### src/rtl/fetch_pkg.sv
// Shared types and constants for the instruction-fetch front end.
package fetch_pkg;

  localparam logic [31:0] RESET_PC = 32'h0040_0000;

  typedef enum logic {
    RUN   = 1'b0,
    FLUSH = 1'b1
  } state_t;

  typedef struct packed {
    logic [31:0] pc;
    logic [31:0] instr;
  } fetch_entry_t;

endpackage

### src/rtl/fetch_fifo.sv
// Synchronous FIFO with flush; head word is visible combinationally while not empty.
module fetch_fifo #(
  parameter int WIDTH = 32,
  parameter int DEPTH = 4
) (
  input  logic                     clk,
  input  logic                     reset,
  input  logic                     push,
  input  logic [WIDTH-1:0]         push_data,
  input  logic                     pop,
  input  logic                     flush,
  output logic [WIDTH-1:0]         head,
  output logic [$clog2(DEPTH):0]   count,
  output logic                     full,
  output logic                     empty
);
  localparam int AW = $clog2(DEPTH);

  logic [WIDTH-1:0] mem [DEPTH];
  logic [AW-1:0]    rd_ptr;
  logic [AW-1:0]    wr_ptr;
  logic             do_push;
  logic             do_pop;

  assign full    = (count == (AW+1)'(DEPTH));
  assign empty   = (count == '0);
  assign do_push = push & ~full;
  assign do_pop  = pop & ~empty;
  assign head    = mem[rd_ptr];

  always_ff @(posedge clk or posedge reset) begin
    if (reset) begin
      rd_ptr <= '0;
      wr_ptr <= '0;
      count  <= '0;
    end else if (flush) begin
      rd_ptr <= '0;
      wr_ptr <= '0;
      count  <= '0;
    end else begin
      if (do_push) wr_ptr <= wr_ptr + AW'(1);
      if (do_pop)  rd_ptr <= rd_ptr + AW'(1);
      count <= count + (AW+1)'(do_push) - (AW+1)'(do_pop);
    end
  end

  // Storage carries data only, so it is left out of reset.
  always_ff @(posedge clk) begin
    if (do_push && !flush) mem[wr_ptr] <= push_data;
  end

endmodule

### src/rtl/fetch_unit.sv
// Fetch front end: drives the PC register, issues in-order imem reads, buffers words for decode
// and discards responses made stale by a redirect.
module fetch_unit
  import fetch_pkg::*;
#(
  parameter int          DEPTH    = 4,
  parameter logic [31:0] RESET_PC = fetch_pkg::RESET_PC
) (
  input  logic        clk,
  input  logic        reset,
  input  logic [31:0] pc,
  output logic [31:0] pc_next,
  output logic        pc_en,
  output logic        imem_req_valid,
  input  logic        imem_req_ready,
  output logic [31:0] imem_req_addr,
  input  logic        imem_rsp_valid,
  input  logic [31:0] imem_rsp_data,
  input  logic        redirect_valid,
  input  logic [31:0] redirect_target,
  output logic        dec_valid,
  input  logic        dec_ready,
  output logic [31:0] dec_instr,
  output logic [31:0] dec_pc
);
  localparam int CW = $clog2(DEPTH) + 1;

  state_t        state;
  logic [CW-1:0] outstanding;
  logic [CW-1:0] drop_cnt;
  logic [CW-1:0] remaining;
  logic [CW-1:0] a_count;
  logic [CW-1:0] q_count;
  logic [CW:0]   in_flight;
  logic [31:0]   a_head;
  logic          a_full, a_empty, q_full, q_empty;
  fetch_entry_t  q_in, q_head;
  logic          accept, rsp_take, rsp_keep, dec_fire;

  // Credit covers both in-flight reads and buffered words, so the queue can never overflow.
  assign in_flight      = {1'b0, outstanding} + {1'b0, q_count};
  assign imem_req_valid = !reset && (state == RUN) && !redirect_valid &&
                          (in_flight < (CW+1)'(DEPTH));
  assign imem_req_addr  = pc;
  assign accept         = imem_req_valid & imem_req_ready;

  assign pc_en   = redirect_valid | accept;
  assign pc_next = redirect_valid ? {redirect_target[31:2], 2'b00} : pc + 32'd4;

  assign rsp_take  = imem_rsp_valid && (outstanding != '0);
  assign rsp_keep  = rsp_take && (state == RUN) && !redirect_valid;
  assign remaining = outstanding - CW'(rsp_take);

  assign q_in      = '{pc: a_head, instr: imem_rsp_data};
  assign dec_valid = !q_empty;
  assign dec_fire  = dec_valid & dec_ready;
  assign dec_instr = q_empty ? 32'd0 : q_head.instr;
  assign dec_pc    = q_empty ? 32'd0 : q_head.pc;

  fetch_fifo #(.WIDTH(32), .DEPTH(DEPTH)) u_addr_fifo (
    .clk       (clk),
    .reset     (reset),
    .push      (accept),
    .push_data (pc),
    .pop       (rsp_keep),
    .flush     (redirect_valid),
    .head      (a_head),
    .count     (a_count),
    .full      (a_full),
    .empty     (a_empty)
  );

  fetch_fifo #(.WIDTH($bits(fetch_entry_t)), .DEPTH(DEPTH)) u_queue (
    .clk       (clk),
    .reset     (reset),
    .push      (rsp_keep),
    .push_data (q_in),
    .pop       (dec_fire),
    .flush     (redirect_valid),
    .head      (q_head),
    .count     (q_count),
    .full      (q_full),
    .empty     (q_empty)
  );

  always_ff @(posedge clk or posedge reset) begin
    if (reset) begin
      state       <= RUN;
      outstanding <= '0;
      drop_cnt    <= '0;
    end else begin
      outstanding <= outstanding + CW'(accept) - CW'(rsp_take);
      if (redirect_valid) begin
        drop_cnt <= remaining;
        state    <= (remaining == '0) ? RUN : FLUSH;
      end else if ((state == FLUSH) && rsp_take) begin
        drop_cnt <= drop_cnt - CW'(1);
        if (drop_cnt == CW'(1)) state <= RUN;
      end
    end
  end

  assert property (@(posedge clk) disable iff (reset) imem_rsp_valid |-> (outstanding != '0));

  logic unused_ok;
  assign unused_ok = ^{redirect_target[1:0], a_count, a_full, a_empty, q_full, RESET_PC};

endmodule

### config.mk
export PLATFORM = sky130hd
export DESIGN_NAME = fetch_unit
export DESIGN_NICKNAME = d
export VERILOG_FILES = /design/src/rtl/fetch_pkg.sv /design/src/rtl/fetch_fifo.sv /design/src/rtl/fetch_unit.sv
export SDC_FILE = /design/constraint.sdc
export NUM_CORES = 1
export LEC_CHECK = 0
export ABC_AREA = 1
export ABC_CLOCK_PERIOD_IN_PS = 6400
export BUFFER_PORTS_ARGS = -buffer_cell sky130_fd_sc_hd__buf_4
export CAP_MARGIN = 5
export CORE_MARGIN = 5
export CORE_UTILIZATION = 50
export CTS_CLUSTER_DIAMETER = 120
export DETAILED_ROUTE_END_ITERATION = 6
export PLACE_DENSITY = 0.79
export SLEW_MARGIN = 20
export SYNTH_ARGS = -nofsm -noshare
export SYNTH_HDL_FRONTEND = slang
export SYNTH_SLANG_ARGS = --single-unit
### constraint.sdc
create_clock -name clk -period 6.4 [get_ports clk]
set_clock_uncertainty 0.15 [all_clocks]
set_input_delay 1.28 -clock clk [delete_from_list [all_inputs] [get_ports clk]]
set_output_delay 1.28 -clock clk [all_outputs]
set_load 0.005 [all_outputs]
==> impl_metrics.toml <==
[clock_network]
cts_setup_buffers = 0
cts_hold_buf = 0
cts_tree = "built"
cts_root_buffer = "clkbuf_16"
clockBufferDepth = 3
ctsResizeCount = 0
cts-buffers-inserted = 39
clock_latency_ns = 0.53
cts.htree.levels = 2
clk_pin_slew_ns = 0.06
clkSinkCount = 405

[synthesis]
ys_seq_area_share_pct = 69.3
syn_inst = 1548
synthArstFlopShare_pct = 5.19
ys_ff_latch = 405
netlist_area_um2 = 17400
yosys_warnings = 0
mappedNetlistNets = 1674
syn_area_per_cell_um2 = 11.2
synth_area_leaders = "edfxtp_1 (66%), nor2_1 (8.3%), o21ai_0 (4.6%)"
synth_edf_count = 384
synthFlopType = "edfxtp_1"
synth.largest_area_cell = "edfxtp_1"
yosysTopAreaCellShare_pct = 66.3
yosysMostFrequentCell = "edfxtp_1"
yosysUniqueCellTypes = 30
synth_common_cells = "edfxtp_1 (384), nor2_1 (383), nand2_1 (180)"

[timing]
fmax_ghz = 0.217
timing.final.crit_share_pct = 71.9
setup_ws_ns = 1.80
slew_headroom_pct = 30.9
tightest_slew_ns = 1.04
setup_viol = 0
finalHoldViolations = 0
rsz0062_at_grt = "no"
finalMaxSlewViolations = 0
hold_ws_ns = 0.421
setup_tns_ns = 0
period_minus_slack_ns = 4.60

[pwr]
ir_drop_mv = 0.256
p_leak_nw = 7.70
power.density_nw_per_um2 = 325

[outcome]
status = "finished clean"

[worst_hold_path]
min_path_type = "reg2reg"

[floorplanning]
rows = 68
start_util_pct = 50.5
fp.dieW_um = 197
coreArea_um2 = 34500
io_pins = 233
die_area_um2 = 38600
die_h_um = 197

[routing]
drc_errors = 0
routed_wl_um = 39500
vias = 11800
final_antenna_net_count = 0
first_pass_iters = 5
drt-initial-drc-count = 777
wl_per_cell_um = 17.9
via_per_inst = 5.36

[finish]
drive_above_1_share_pct = 19.1
final.fill_count = 2673
diodes = 0
nets = 1852
syn2layout_area_growth_pct = 18.0
stdcell_area_um2 = 20500

[placement]
port-buffer-count = 230
routabilityCongestion = 0.850
hpwl_um = 24000
placed_area_um2 = 19300
pre_cts_ws_ns = 2.26

[global_routing]
grt_use_total_pct = 19.7
grt-ovfl-total = 0
grt_antenna_before_repair = 0
grt_pass1_vias = 11700
grt_max_degree = 97
grt_first_pass_wirelength_um = 60500

[worst_setup_path]
critPathMaxFanout = 66
crit_path_end_kind = "primary output"
path_class = "reg2out"
critPathLaunchType = "register"
arrival_ns = 3.17
crit_required_ns = 4.97

[flow_run]
maxCapViolCount = 0
[worst max-delay path, cell delays in order, from the launching register on]
cell	delay (ns)
dfrtp_4	0.67
clkinv_2	0.75
buf_4	0.59
o21ai_0	0.27
a21oi_1	0.11
buf_4	0.18
[worst paths after layout]
path,start,endpoint,slack [ns],depth (start not counted)
setup reg to reg,outstanding[1]$_DFF_PP0_,u_queue.mem[0][29]$_DFFE_PP_,3.36,5
setup / recovery,u_queue.rd_ptr[0]$_DFFE_PP0P_,dec_instr[30],1.80,5
hold / removal,drop_cnt[2]$_DFFE_PP0P_,drop_cnt[2]$_DFFE_PP0P_,0.42,2
min in group asynchronous,reset,u_queue.count[2]$_DFF_PP0_,0.78,2
max in group asynchronous,reset,u_queue.rd_ptr[0]$_DFFE_PP0P_,4.72,2
hold reg to reg,drop_cnt[2]$_DFFE_PP0P_,drop_cnt[2]$_DFFE_PP0P_,0.42,2
[registers in the layout (all words and copies together) (netlist names), 3 cells and up]
signal and count:
u_queue.count 3, u_addr_fifo.mem 128, drop_cnt 3, u_queue.mem 256, u_addr_fifo.count 3, outstanding 3
[final cells by class]
cell class	count	area, um2	share of cell area (%)
Tap cell	455	569	2.77
Clock inverter	18	179	0.871
Multi-Input combinational cell	969	4570	22.3
Clock buffer	52	1060	5.18
Sequential cell	405	12100	58.7
Inverter	65	245	1.19
Timing Repair Buffer	246	1850	8.99
[power breakdown]
group          internal [W]  switching [W]
combinational      0.000584       0.000858
sequential          0.00297      0.0000603
clock               0.00126       0.000931
[cell usage in the layout, fill, tap and decap left out, types with 2 or more instances in the layout]
| master | instances |
|---|---|
| xnor2_1 | 5 |
| clkbuf_1 | 9 |
| nor2_2 | 11 |
| fa_1 | 3 |
| inv_2 | 6 |
| nor2_1 | 375 |
| inv_1 | 56 |
| o21ai_1 | 50 |
| clkbuf_16 | 39 |
| ha_1 | 21 |
| xor2_1 | 12 |
| dfrtp_1 | 19 |
| nand3b_1 | 2 |
| nand2_2 | 3 |
| clkbuf_8 | 4 |
| nand3_1 | 26 |
| nand4_1 | 2 |
| clkinv_2 | 6 |
| bufinv_16 | 2 |
| o21ai_0 | 161 |
| clkinv_1 | 8 |
| nor2_4 | 8 |
| edfxtp_1 | 384 |
| a21oi_1 | 72 |
| o22ai_1 | 32 |
| nand2_1 | 180 |
| buf_4 | 246 |
| nand3_2 | 2 |
[stage by stage]
| stage | power, W | util [%] | cells |
|---|---|---|---|
| floorplan | 0.00384 | - | 1548 |
| global placement | 0.00450 | 56.0 | 2140 |
| detailed placement | 0.00454 | 56.0 | 2140 |
| CTS | 0.00673 | 59.6 | 2210 |
| global route | 0.00699 | 59.6 | 2210 |
| finish | 0.00666 | 59.6 | 2210 |
[per-layer routing]
| metal | up-vias | global-route usage (%) | wire length [um] |
|---|---|---|---|
| li1 | 5661 | - | - |
| met1 | 5649 | 25.2 | 16200 |
| met2 | 453 | 34.6 | 19800 |
| met3 | 74 | 3.09 | 2570 |
| met4 | 0 | 6.49 | 957 |
| met5 | - | 0 | 0 |
[cells by family after synthesis]
logic type | Yosys count | synth area share (%)
AO/OA/AOI/OAI | 317 | 9.43
AND/OR/NAND/NOR | 611 | 13.9
buffers and inverters | 174 | 4.69
adder cells (fa/ha/maj) | 24 | 1.86
XOR/XNOR | 17 | 0.856
flip-flops | 405 | 69.3
No activity file was read; power rests on OpenSTA's default activity.
